$ cat config.mk
export PLATFORM = sky130hd
export DESIGN_NAME = dispense_scheduler
export DESIGN_NICKNAME = d
export VERILOG_FILES = /design/src/rtl/dispenser_pkg.sv /design/src/rtl/tick_gen.sv /design/src/rtl/dispense_scheduler.sv
export SDC_FILE = /design/constraint.sdc
export NUM_CORES = 1
export LEC_CHECK = 0
export BUFFER_PORTS_ARGS = -buffer_cell sky130_fd_sc_hd__buf_2
export CAP_MARGIN = 20
export CORE_MARGIN = 5
export CORE_UTILIZATION = 45
export DETAILED_ROUTE_END_ITERATION = 10
export HOLD_SLACK_MARGIN = 0.02
export PLACE_DENSITY = 0.75
export RECOVER_POWER = 50
export SLEW_MARGIN = 20
export SYNTH_ARGS = -nofsm -noshare
export SYNTH_HDL_FRONTEND = slang
export SYNTH_HIERARCHICAL = 1
export SYNTH_SLANG_ARGS = --single-unit
export TNS_END_PERCENT = 5
$ cat constraint.sdc
create_clock -name clk -period 2.65 [get_ports clk]
set_input_delay 0.53 -clock clk [delete_from_list [all_inputs] [get_ports clk]]
set_output_delay 0.53 -clock clk [all_outputs]
set_load 0.05 [all_outputs]
$ cat src/rtl/dispenser_pkg.sv
// Shared definitions for the pet-food dispense scheduler: FSM encoding,
// parameter legal ranges and the BCD feed-counter helper.
package dispenser_pkg;

    typedef enum logic [1:0] {
        ST_IDLE     = 2'd0,
        ST_DISPENSE = 2'd1,
        ST_COOLDOWN = 2'd2
    } state_t;

    localparam int TICK_DIV_MIN = 2;
    localparam int TICKS_MIN    = 1;
    localparam int TICKS_MAX    = 15;
    localparam int CNT_W        = 4;

    // Single BCD digit increment; 9 rolls over to 0.
    function automatic logic [CNT_W-1:0] bcd_inc(input logic [CNT_W-1:0] d);
        return (d >= 4'd9) ? 4'd0 : d + 4'd1;
    endfunction

endpackage

$ cat src/rtl/tick_gen.sv
// Modulo-DIV time-base prescaler: tick is high on the last count of each
// period; clear restarts the period so phases align to state changes.
module tick_gen #(
    parameter int DIV = 4
) (
    input  logic clk,
    input  logic reset,
    input  logic clear,
    output logic tick
);

    localparam int             W    = $clog2(DIV);
    localparam logic [W-1:0]   LAST = W'(DIV - 1);

    logic [W-1:0] count;

    // NOTE: sequential state uses <= so every register updates from pre-edge values.
    always_ff @(posedge clk) begin
        if (reset || clear) begin
            count <= '0;
        end else if (count == LAST) begin
            count <= '0;
        end else begin
            count <= count + W'(1);
        end
    end

    assign tick = (count == LAST);

endmodule

$ cat src/rtl/dispense_scheduler.sv
// Feed scheduler: interval-timed and manual feeds, fixed-length motor
// dispense, mandatory cooldown, hopper-empty abort and a BCD feed tally.
module dispense_scheduler
    import dispenser_pkg::*;
#(
    parameter int TICK_DIV       = 4,
    parameter int INTERVAL       = 3,
    parameter int DISPENSE_TICKS = 2,
    parameter int COOLDOWN_TICKS = 1
) (
    input  logic       clk,
    input  logic       reset,
    input  logic       enable,
    input  logic       manual_req,
    input  logic       food_empty,
    output logic       motor_on,
    output logic       busy,
    output logic       feed_done,
    output logic       empty_err,
    output logic [3:0] feed_count,
    output logic [3:0] next_feed
);

    if (TICK_DIV < TICK_DIV_MIN ||
        INTERVAL < TICKS_MIN || INTERVAL > TICKS_MAX ||
        DISPENSE_TICKS < TICKS_MIN || DISPENSE_TICKS > TICKS_MAX ||
        COOLDOWN_TICKS < TICKS_MIN || COOLDOWN_TICKS > TICKS_MAX) begin : g_param_check
        $error("dispense_scheduler: parameter out of range");
    end

    localparam logic [3:0] INTERVAL_L      = 4'(INTERVAL);
    localparam logic [3:0] DISPENSE_LAST   = 4'(DISPENSE_TICKS - 1);
    localparam logic [3:0] COOLDOWN_LAST   = 4'(COOLDOWN_TICKS - 1);

    state_t     state, state_next;
    logic       tick, transition;
    logic       manual_req_d1, manual_pend, manual_edge, sched_due;
    logic       start, feed_ok, abort;
    logic [3:0] phase;

    tick_gen #(.DIV(TICK_DIV)) u_tick_gen (
        .clk   (clk),
        .reset (reset),
        .clear (transition),
        .tick  (tick)
    );

    assign manual_edge = manual_req & ~manual_req_d1;
    assign sched_due   = (next_feed == 4'd0) & enable;
    assign transition  = (state_next != state);

    // NOTE: every signal gets a default first so no path through the case infers a latch.
    always_comb begin
        state_next = state;
        start      = 1'b0;
        feed_ok    = 1'b0;
        abort      = 1'b0;
        case (state)
            ST_IDLE: begin
                if ((manual_edge | manual_pend | sched_due) & ~food_empty) begin
                    state_next = ST_DISPENSE;
                    start      = 1'b1;
                end
            end
            ST_DISPENSE: begin
                // An empty hopper wins over a same-cycle normal completion.
                if (food_empty) begin
                    state_next = ST_COOLDOWN;
                    abort      = 1'b1;
                end else if (tick && phase == DISPENSE_LAST) begin
                    state_next = ST_COOLDOWN;
                    feed_ok    = 1'b1;
                end
            end
            ST_COOLDOWN: begin
                if (tick && phase == COOLDOWN_LAST) begin
                    state_next = ST_IDLE;
                end
            end
            default: state_next = ST_IDLE;
        endcase
    end

    always_ff @(posedge clk) begin
        if (reset) begin
            state         <= ST_IDLE;
            manual_req_d1 <= 1'b0;
            manual_pend   <= 1'b0;
            phase         <= 4'd0;
            feed_done     <= 1'b0;
            empty_err     <= 1'b0;
            feed_count    <= 4'd0;
            next_feed     <= INTERVAL_L;
        end else begin
            state         <= state_next;
            manual_req_d1 <= manual_req;
            feed_done     <= feed_ok;

            // Starting a feed consumes every pending request, including a same-cycle edge.
            if (start) begin
                manual_pend <= 1'b0;
            end else if (manual_edge) begin
                manual_pend <= 1'b1;
            end

            if (transition) begin
                phase <= 4'd0;
            end else if (tick && state != ST_IDLE) begin
                phase <= phase + 4'd1;
            end

            if (start) begin
                empty_err <= 1'b0;
            end else if (abort) begin
                empty_err <= 1'b1;
            end

            if (feed_ok) begin
                feed_count <= bcd_inc(feed_count);
            end

            if (start) begin
                next_feed <= INTERVAL_L;
            end else if (state == ST_IDLE && enable && tick && next_feed != 4'd0) begin
                next_feed <= next_feed - 4'd1;
            end
        end
    end

    assign motor_on = (state == ST_DISPENSE);
    assign busy     = (state != ST_IDLE);

endmodule

==> Word level (Yosys, flattened, before mapping) <==
Cells that the tools add are included.
{ "word_totals": {"word_cells": 54, "output_inout_bits": 12, "ff_bits": 20} }
{ "classes": {"n_mux": 13, "n_eq_ne": 5, "n_lt_le_gt_ge": 1, "bitwise_logic": 7, "n_reduce_logical": 15, "add_sub_neg": 4} }
{ "op_table": {"columns": ["operator", "count"], "rows": [
  ["adder 4 x 1 -> 4 bit, second input constant", 2],
  ["logical NOT 4 bit", 2],
  ["2-to-1 mux 2 bit", 4],
  ["2-to-1 mux 1 bit", 7],
  ["logical AND 1 bit", 6],
  ["case mux 2 bit (3 select lines)", 1],
  ["OR reduction 2 bit", 3],
  ["== test 2 bit, second input constant", 2],
  ["== test 4 x 1 -> 1 bit, second input constant", 1],
  [">= comparator 4 bit, second input constant", 1],
  ["2-to-1 mux 4 bit", 1],
  ["nonzero test 4 bit", 1],
  ["subtractor 4 x 1 -> 4 bit, second input constant", 1],
  ["bitwise AND 1 bit", 3],
  ["adder 2 x 1 -> 2 bit, second input constant", 1],
  ["== test 2 x 1 -> 1 bit, second input constant", 1],
  ["logical NOT 2 bit", 1],
  ["inequality test 2 bit", 1],
  ["inverter 1 bit", 2],
  ["OR 1 bit", 2],
  ["nonzero test 2 bit", 1],
  ["logical OR 1 bit", 1]
]} }

==> Logic depth before layout (Yosys ltp) <==
Gate-level depths: netlist of the first run.
{ "depth": {"ltp_word": 10, "depth_mapped": 6} }

==> By module <==
Netlist of the first run, hierarchy kept.
{ "by_module_without_submodules": {"columns": ["mod", "area_per_inst_um2", "cells_per_inst", "n_inst", "seq_area_each_um2"], "rows": [
  ["dispense_scheduler", 944.7, 96, 1, 360.3],
  ["tick_gen", 80.1, 5, 1, 40.0]
]} }

==> Worst setup path before layout of the first run <==
Ideal clock, no wire load.
{ "synth_path": {"kind": "reg2reg", "startpoint": "reg next_feed[0]", "endpoint": "reg u_tick_gen.count[1]", "required_ps": 2563, "setup_slack_ps": 708, "stages_incl_launch_ff": 7, "setup_ps": 87, "arrival_ps": 1855, "path_cell_list": "dfxtp_1 inv_1 ha_1 nor4bb_2 o31ai_4 nand3_1 nor4b_2"} }
{ "synth_via": {"elab_chain_len": 9} }
{ "synth_lines": {"columns": ["element", "line", "text"], "rows": [
  ["from (decl)", "dispense_scheduler.sv:21", "output logic [3:0] next_feed"],
  ["from (signal assigned)", "dispense_scheduler.sv:125", "next_feed <= next_feed - 4'd1;"],
  ["logical NOT 4 bit", "dispense_scheduler.sv:49", "assign sched_due = (next_feed == 4'd0) & enable;"],
  ["bitwise AND 1 bit", "dispense_scheduler.sv:49", null],
  ["OR 1 bit", "dispense_scheduler.sv:60", "if ((manual_edge | manual_pend | sched_due) & ~food_empty) begin"],
  ["bitwise AND 1 bit", "dispense_scheduler.sv:60", null],
  ["2-to-1 mux 2 bit", "dispense_scheduler.sv:60", null],
  ["case mux 2 bit (3 select lines)", "dispense_scheduler.sv:58", "case (state)"],
  ["inequality test 2 bit", "dispense_scheduler.sv:50", "assign transition = (state_next != state);"],
  ["net transition", "dispense_scheduler.sv:36", "logic tick, transition;"],
  ["logical OR 1 bit", "tick_gen.sv:19", "if (reset || clear) begin"],
  ["OR reduction 2 bit (no source line)", null, null],
  ["to (signal assigned)", "tick_gen.sv:24", "count <= count + W'(1);"],
  ["to (decl)", "tick_gen.sv:15", "logic [W-1:0] count;"]
]} }
The timed path passes the listed nets, and every way through them passes these cells.
A chain may end at the register's enable or synchronous reset.

==> Worst setup path in the final report of the first run <==
{ "layout_path": {"startpoint": "reg state[0]", "endpoint": "out motor_on"} }
{ "layout_via": {"elab_chain_len": 1} }
{ "layout_lines": {"columns": ["element", "line", "text"], "rows": [
  ["from (decl)", "dispense_scheduler.sv:35", "state_t state, state_next;"],
  ["from (signal assigned)", "dispense_scheduler.sv:95", "state <= state_next;"],
  ["== test 2 x 1 -> 1 bit", "dispense_scheduler.sv:130", "assign motor_on = (state == ST_DISPENSE);"],
  ["to (decl)", "dispense_scheduler.sv:16", "output logic motor_on,"]
]} }
No other way between the ends.

==> results of run 1 <==
## flip-flops by register name, summed over array words and instances, names as in the netlist
register	count
feed_done	1
empty_err	1
state	2
next_feed	4
feed_count	4
manual_pend	1
u_tick_gen/count	2
manual_req_d1	1
phase	4
## metrics by stage
stage                     worst slack, ns  utilization, %
after floorplan                     0.708               -
after global placement               1.06            52.0
after detailed placement             1.01            52.0
after CTS                           0.796            54.4
after global routing                0.705            53.5
final                               0.802            53.5
## how the worst max path moves through the flow
stage                                    from                              to  slack (ns)  cells after the start
floorplan           next_feed[0]$_SDFFE_PP1P_  u_tick_gen/count[1]$_SDFF_PP0_        0.71                      6
global route              state[0]$_SDFF_PP0_                        motor_on        0.70                      2
detailed placement                 manual_req  u_tick_gen/count[1]$_SDFF_PP0_        1.01                      5
CTS                       state[0]$_SDFF_PP0_                        motor_on        0.80                      2
global placement                   manual_req  u_tick_gen/count[1]$_SDFF_PP0_        1.06                      5
finish                    state[0]$_SDFF_PP0_                        motor_on        0.80                      2
## cells in the final DEF (no fill, tap or decap), drive strengths merged, types with 2 or more instances in the layout
cell type  count
ha             9
nor3           2
dfxtp         20
or2            2
xor2           5
clkbuf        10
nand2          3
o21ai          2
xnor2          3
inv            6
buf            9
nand2b         3
nor4bb         2
nor2          15
nor2b          4
a21oi          5
nand3          4
and4bb         2
## report_power, final
part	total (mW)	switching, mW	internal (mW)
Clock	0.250	0.0969	0.153
Sequential	0.320	0.00949	0.310
Combinational	0.0683	0.0404	0.0278
## area by class of cell
type                            instances  area (um^2)
Multi-Input combinational cell         75          589
Fill cell                             201         1020
Inverter                                6         22.5
Clock inverter                          1         30.0
Tap cell                               28         35.0
Timing Repair Buffer                   16         71.3
Clock buffer                            3         22.5
Sequential cell                        20          400
## metal layers
metal	part of all wire, %	GRT usage, %	vias up
met5	0	0	-
met2	47	20.2	19
met3	4.1	2.23	2
met4	1.1	5.96	0
li1	-	-	386
met1	48	15.7	348
## cell families after synthesis
group / after synthesis / share of synthesized area [%]
AOI/OAI and AO/OA: 13 / 11.0
xor gates and xnor gates: 8 / 6.84
buffers and inverters: 6 / 2.20
and+or+nand+nor: 44 / 28.8
muxes: 1 / 1.10
DFF: 20 / 39.1
adders and majority gates: 9 / 11.0
## worst max-delay path, delay by kind of cell, from the launching register on
kind,cells,cell delay [ns]
buffers and inverters,1,0.29
AND/OR/NAND/NOR,1,0.21
flip-flops,1,0.52
==> results.ini, run 1 <==
[clock_network]
cts_repair_resize_count=0
cts_tree=built
cts_setup_buffers=0
clk_pin_slew_worst_paths_ns=0.12
clockBufferDepth=2
cts_buffers=3
holdBufCountCts=0
htree_levels=1
clk-insertion-delay-late_ns=0.30
clock-sinks=20
ctsRootBufferMaster=clkbuf_4

[timing]
min_period_over_period_pct=69.7
maxSlewViolCount=0
tightest_slew_ns=0.646
setup_viol=0
relSlewSlack_pct=56.4
hold_viol=0
finalSetupTns_ns=0
max_freq_ghz=0.541
period_minus_slack_ns=1.85
rsz0062_at_grt=no
fin_skew_ns=0.00489
hold_slack_ns=0.443

[cells_and_area]
drive_gt1_share_pct=20.7
finalNetCount=136
syn_to_final_growth_pct=14.3
instances_no_fill=149
n_antenna_cell=0
finish.instance_area_um2=1170

[route]
dr.pass1.iters=4
drt_iter0_drc=15
drc_errors=0
routed_wl_um=1900
vias=755
viasPerCell=5.07
ant_nets=0
routedWlPerCell_um=12.7

[setup_path]
rrSetupSlack_ns=0.94
r2r_start=u_tick_gen/count[0]$_SDFF_PP0_
slowest_delay_ns=0.52
startpoint_type=register
cpMaxStageDelayCell=dfxtp_1
cp-end-kind=output pin
path_cells=nor2b_1, buf_2
worstSetupPathType=register to output pin
worstPathMaxFanout=9
critical_path_required_ns=2.12
ff2ff_path_depth=5
worstPathArrival_ns=1.32
r2r-end=feed_count[3]$_SDFFE_PP0P_

[logic_synthesis]
synth-seq-cells=20
yosysWarningCount=6
yosysMostFrequentCell=dfxtp_1
netlist_instances=101
synth_area_leaders=dfxtp_1 (39%), ha_1 (11%), nor2_1 (5.5%)
synth_edf_count=0
synth-seq-area-share_pct=39.1
ys_types=35
synthArstFlopShare_pct=0
synth_area_per_cell_um2=10.1
synth_top_area_share_pct=39.1
netlist_area_um2=1020
synth_commonest_cells=dfxtp_1 (20), nor2_1 (15), ha_1 (9)
syn_nets=115
yosysTopAreaCell=dfxtp_1
synthFlopType=dfxtp_1

[die]
dieWidth_um=57.7
die_area_um2=3330
start_util_pct=46.8
rows=17
fp.dieH_um=57.7
coreArea_um2=2190
io_pins=17

[worst_hold_path]
min_to=u_tick_gen/count[0]$_SDFF_PP0_
hold_class=register to register
min_path_cells=1
min_from=u_tick_gen/count[0]$_SDFF_PP0_

[grt]
grt_max_degree=13
grt_pass1_wl_um=3210
grt-ovfl-total=0
grt_pass1_vias=732
antenna_found_initial=0
track_usage_pct=12.4

[run_status]
status=finished, final reports clean

[placed_design]
routabilityCongestion=0.691
place_area_um2=1140
placed_cells=145
io_buffer_count=16
dp_hpwl_um=1470

[pwr]
power_density_nw_per_um2=544
finalPower_mw=0.638
leakage_nw=0.512
worst_ir_drop_vdd_mv=0.361

[run]
drv_cap=0

No activity file was read; power rests on OpenSTA's default activity.
==> run 2: changes to the inputs <==
==> constraint.sdc (replaced) <==
create_clock -name clk -period 1.9 [get_ports clk]
set_input_delay 0.38 -clock clk [delete_from_list [all_inputs] [get_ports clk]]
set_output_delay 0.38 -clock clk [all_outputs]
set_load 0.05 [all_outputs]
==> results.ini, run 2 (same netlist as run 1, synthesis figures left out) <==
[grt]
grt-ovfl-total=0
grt_max_degree=13
grt_pass1_wl_um=3050
grt_pass1_vias=700
track_usage_pct=11.9
antenna_found_initial=0

[placed_design]
routabilityCongestion=0.738
dp_slack_ns=0.295
dp_hpwl_um=1360
io_buffer_count=16

[cells_and_area]
final_cell_mix=dfxtp_1 (19), nor2_1 (15), clkbuf_1 (10)
layout_commonest_cell=dfxtp_1
n_antenna_cell=0
final_util_pct=53.3
largest_registers=feed_count x4, next_feed x4, phase x4
drive_gt1_share_pct=19.0
fillers=209
syn_to_final_growth_pct=14.0
finalNetCount=136

[setup_path]
startpoint_type=register
r2r_start=u_tick_gen/count[0]$_SDFF_PP0_
worstSetupPathType=register to output pin
cpMaxStageDelayCell=dfxtp_1
crit_start=state[0]$_SDFF_PP0_
path_delay_family=flip-flops
cp-endpoint=motor_on
ff2ff_path_depth=5
worstPathArrival_ns=1.33
r2r-end=feed_count[3]$_SDFFE_PP0P_
path_buf_inv=1
rrSetupSlack_ns=0.22
cp-end-kind=output pin
slowest_delay_ns=0.49
path_cells=nor2b_1, buf_2
cp_num_cells=2
worstPathMaxFanout=9
critical_path_required_ns=1.52

[timing]
rsz0062_at_grt=no
max_freq_ghz=0.585
fin_ws_ns=0.191
finalSetupTns_ns=0
period_minus_slack_ns=1.71
maxSlewViolCount=0
setup_viol=0
tightest_slew_ns=0.601
hold_slack_ns=0.285
hold_viol=0
min_period_over_period_pct=90.0
fin_skew_ns=0.0110
relSlewSlack_pct=60.1

[die]
dieWidth_um=57.7
start_util_pct=46.8
rows=17
io_pins=17
coreArea_um2=2190
die_area_um2=3330
fp.dieH_um=57.7

[clock_network]
cts_repair_resize_count=0
cts_setup_buffers=0
cts_buffers=3
clk_pin_slew_worst_paths_ns=0.12
cts_tree=built
ctsRootBufferMaster=clkbuf_4
clockBufferDepth=2
clock-sinks=20
holdBufCountCts=0
clk-insertion-delay-late_ns=0.31
htree_levels=1

[route]
viasPerCell=5.11
dr_wl_met2_um=830
drc_errors=0
routedWlPerCell_um=11.8
wl_met3_um=115
routed_wl_um=1760
wl_met1_um=800
ant_nets=0
vias=761
highest-signal-layer=met4
dr.pass1.iters=4
drt_iter0_drc=6

[run]
drv_cap=0

[pwr]
finalPower_mw=0.889
leakage_nw=0.498
worst_ir_drop_vdd_mv=0.598
power_density_nw_per_um2=761

[worst_hold_path]
min_path_cells=2
min_from=manual_req
hold_class=input pin to register

[run_status]
status=finished, final reports clean

## run 2: cell type report
cell class / instances / area, um^2 / share of cell area [%]
multi-input combinational: 75 / 589 / 50.4
sequential: 20 / 402 / 34.4
timing repair buffer: 16 / 67.6 / 5.78
tap: 28 / 35.0 / 3.00
clock inverter: 1 / 30.0 / 2.57
clock buffer: 3 / 22.5 / 1.93
inverter: 6 / 22.5 / 1.93
## run 2: how the worst min path moves through the flow
stage                                     endpoint  slack, ns
floorplan           u_tick_gen/count[0]$_SDFF_PP0_       0.41
global placement    u_tick_gen/count[0]$_SDFF_PP0_       0.42
detailed placement  u_tick_gen/count[0]$_SDFF_PP0_       0.44
CTS                       manual_req_d1$_SDFF_PP0_       0.28
global route              manual_req_d1$_SDFF_PP0_       0.31
finish                    manual_req_d1$_SDFF_PP0_       0.29
## run 2: layer usage
metal,global-route usage [%],vias up
li1,-,391
met5,0,-
met3,5.35,4
met2,18.7,15
met4,4.97,0
met1,13.9,351
## run 2: report_power, final
group	switching [mW]	internal, mW	leakage (nW)
registers	0.0126	0.433	0.162
logic	0.0558	0.0384	0.308
clock network	0.136	0.214	0.0279
## run 2: per-stage QoR
stage	instance area, um^2	std cells
floorplan	1030	101
global placement	1140	145
detailed placement	1140	145
CTS	1190	149
global route	1170	149
finish	1170	149
==> run 3: changes to the inputs <==
--- a/config.mk
+++ b/config.mk
@@ -11,8 +11,9 @@
 export CORE_UTILIZATION = 45
 export DETAILED_ROUTE_END_ITERATION = 10
 export HOLD_SLACK_MARGIN = 0.02
-export PLACE_DENSITY = 0.75
+export PLACE_DENSITY = 0.77
 export RECOVER_POWER = 50
+export SETUP_SLACK_MARGIN = 0.3
 export SLEW_MARGIN = 20
 export SYNTH_ARGS = -nofsm -noshare
 export SYNTH_HDL_FRONTEND = slang
==> results.ini, run 3 (same netlist as run 1, synthesis figures left out) <==
[run_status]
status=finished, final reports clean

[pwr]
netSwitchingFraction_pct=25.2
seqPwrFrac_pct=60.0
internal_power_mw=0.555
leakage_nw=0.489
finalPower_mw=0.742
p_comb_share_pct=13.3
worst_ir_drop_vdd_mv=0.506
power_density_nw_per_um2=619
power_frac_clock_pct=26.7
p_switching_mw=0.187

[clock_network]
ctsRootBufferMaster=clkbuf_4
clk_pin_slew_worst_paths_ns=0.11
htree_levels=1
cts_buffers=3
cts_tree=built
clockBufferDepth=2
holdBufCountCts=0
clk-insertion-delay-late_ns=0.29
clock-sinks=20

[timing]
rsz0062_at_grt=yes
min_period_over_period_pct=84.0
tightest_slew_ns=0.601
finalSetupTns_ns=0
max_freq_ghz=0.627
hold_slack_ns=0.303
setup_viol=0
relSlewSlack_pct=60.1
period_minus_slack_ns=1.60
maxSlewViolCount=0
fin_skew_ns=0.0109
hold_viol=0

[placed_design]
dp_hpwl_um=1400
routabilityCongestion=0.751
placed_cells=145
io_buffer_count=16

[worst_hold_path]
min_path_cells=2
min_from=manual_req
hold_class=input pin to register
min_to=manual_req_d1$_SDFF_PP0_

[setup_path]
path_delay_family=buffers and inverters
path_buf_inv=1
startpoint_type=register
worstSetupPathType=register to output pin
r2r_start=next_feed[1]$_SDFFE_PP1P_
path_cells=clkbuf_1
cp-end-kind=output pin
critical_path_required_ns=1.52
ff2ff_path_depth=6
worstPathArrival_ns=1.22
slowest_delay_ns=0.49
rrSetupSlack_ns=0.31
r2r-end=next_feed[1]$_SDFFE_PP1P_
worstPathMaxFanout=4
cpMaxStageDelayCell=clkbuf_1

[cells_and_area]
regArea_um2=410
multi_input_area_um2=629
largest_registers=feed_count x4, next_feed x4, phase x4
drive_gt1_share_pct=26.4
syn_to_final_growth_pct=17.0
fillers=205
instances_no_fill=149
final_cell_mix=nor2_1 (15), dfxtp_1 (14), clkbuf_1 (11)
layout_commonest_cell=nor2_1
finalNetCount=136
final_util_pct=54.7
n_antenna_cell=0

[route]
viasPerCell=4.97
routedWlPerCell_um=11.8
drt_iter0_drc=9
vias=741
ant_nets=0
dr.pass1.iters=4
drc_errors=0
routed_wl_um=1760

[die]
start_util_pct=46.8
fp.dieH_um=57.7
coreArea_um2=2190
die_area_um2=3330
dieWidth_um=57.7
rows=17
io_pins=17

[grt]
grt_max_degree=12
grt-ovfl-total=0
antenna_found_initial=0
grt_pass1_wl_um=3230
track_usage_pct=12.1
grt_pass1_vias=756

[run]
drv_cap=0

## run 3: cell count changes in the layout (fill, tap and decap cells not counted), sizes merged
cell / change
bufinv: -1
clkbuf: +1
## run 3: worst max-delay path by stage
stage / startpoint / end / cells after the start
3_5_place_dp: next_feed[1]$_SDFFE_PP1P_ / u_tick_gen/count[1]$_SDFF_PP0_ / 6
4_1_cts: state[1]$_SDFF_PP0_ / busy / 2
3_3_place_gp: next_feed[1]$_SDFFE_PP1P_ / u_tick_gen/count[1]$_SDFF_PP0_ / 6
5_1_grt: next_feed[1]$_SDFFE_PP1P_ / next_feed[1]$_SDFFE_PP1P_ / 6
2_1_floorplan: next_feed[0]$_SDFFE_PP1P_ / u_tick_gen/count[1]$_SDFF_PP0_ / 6
6_report: next_feed[1]$_SDFFE_PP1P_ / next_feed[1] / 1
## run 3: per-stage QoR
step / instance area (um^2) / setup slack [ns]
floorplan: 1070 / 0.302
global placement: 1190 / 0.357
detailed placement: 1190 / 0.325
CTS: 1210 / 0.274
global route: 1200 / 0.172
finish: 1200 / 0.304
## run 3: cell type report
| class | instances | area share (%) |
|---|---|---|
| clock buffers | 4 | 2.19 |
| inverters | 6 | 2.30 |
| multi-input cells | 75 | 52.5 |
| flip-flops and latches | 20 | 34.2 |
| well taps | 28 | 2.92 |
| repair buffers | 16 | 5.85 |
## run 3: what timing repair did
action | 4_1_cts | 5_1_grt
hold endpoints to repair | 0 | 0
resized for setup | 1 | 5
endpoints found under the setup margin | 4 | 10
gates cloned | 0 | 0
buffers inserted | 0 | 0
pin swaps | 0 | 3
## run 3: routing by layer
layer	vias to the layer above	GRT usage [%]	routed length (um)
met3	2	2.90	139
met4	0	4.97	25
met2	16	20.5	781
li1	388	-	-
met1	335	14.7	810
met5	-	0	0
## run 3: power by group through the flow
| stage | logic [mW] | registers, mW | clock network, mW |
|---|---|---|---|
| finish | 0.0983 | 0.445 | 0.198 |
| global route | 0.109 | 0.448 | 0.229 |
| CTS | 0.102 | 0.443 | 0.210 |
| detailed placement | 0.101 | 0.452 | 0 |
| global placement | 0.0986 | 0.452 | 0 |
| floorplan | 0.0719 | 0.456 | 0 |
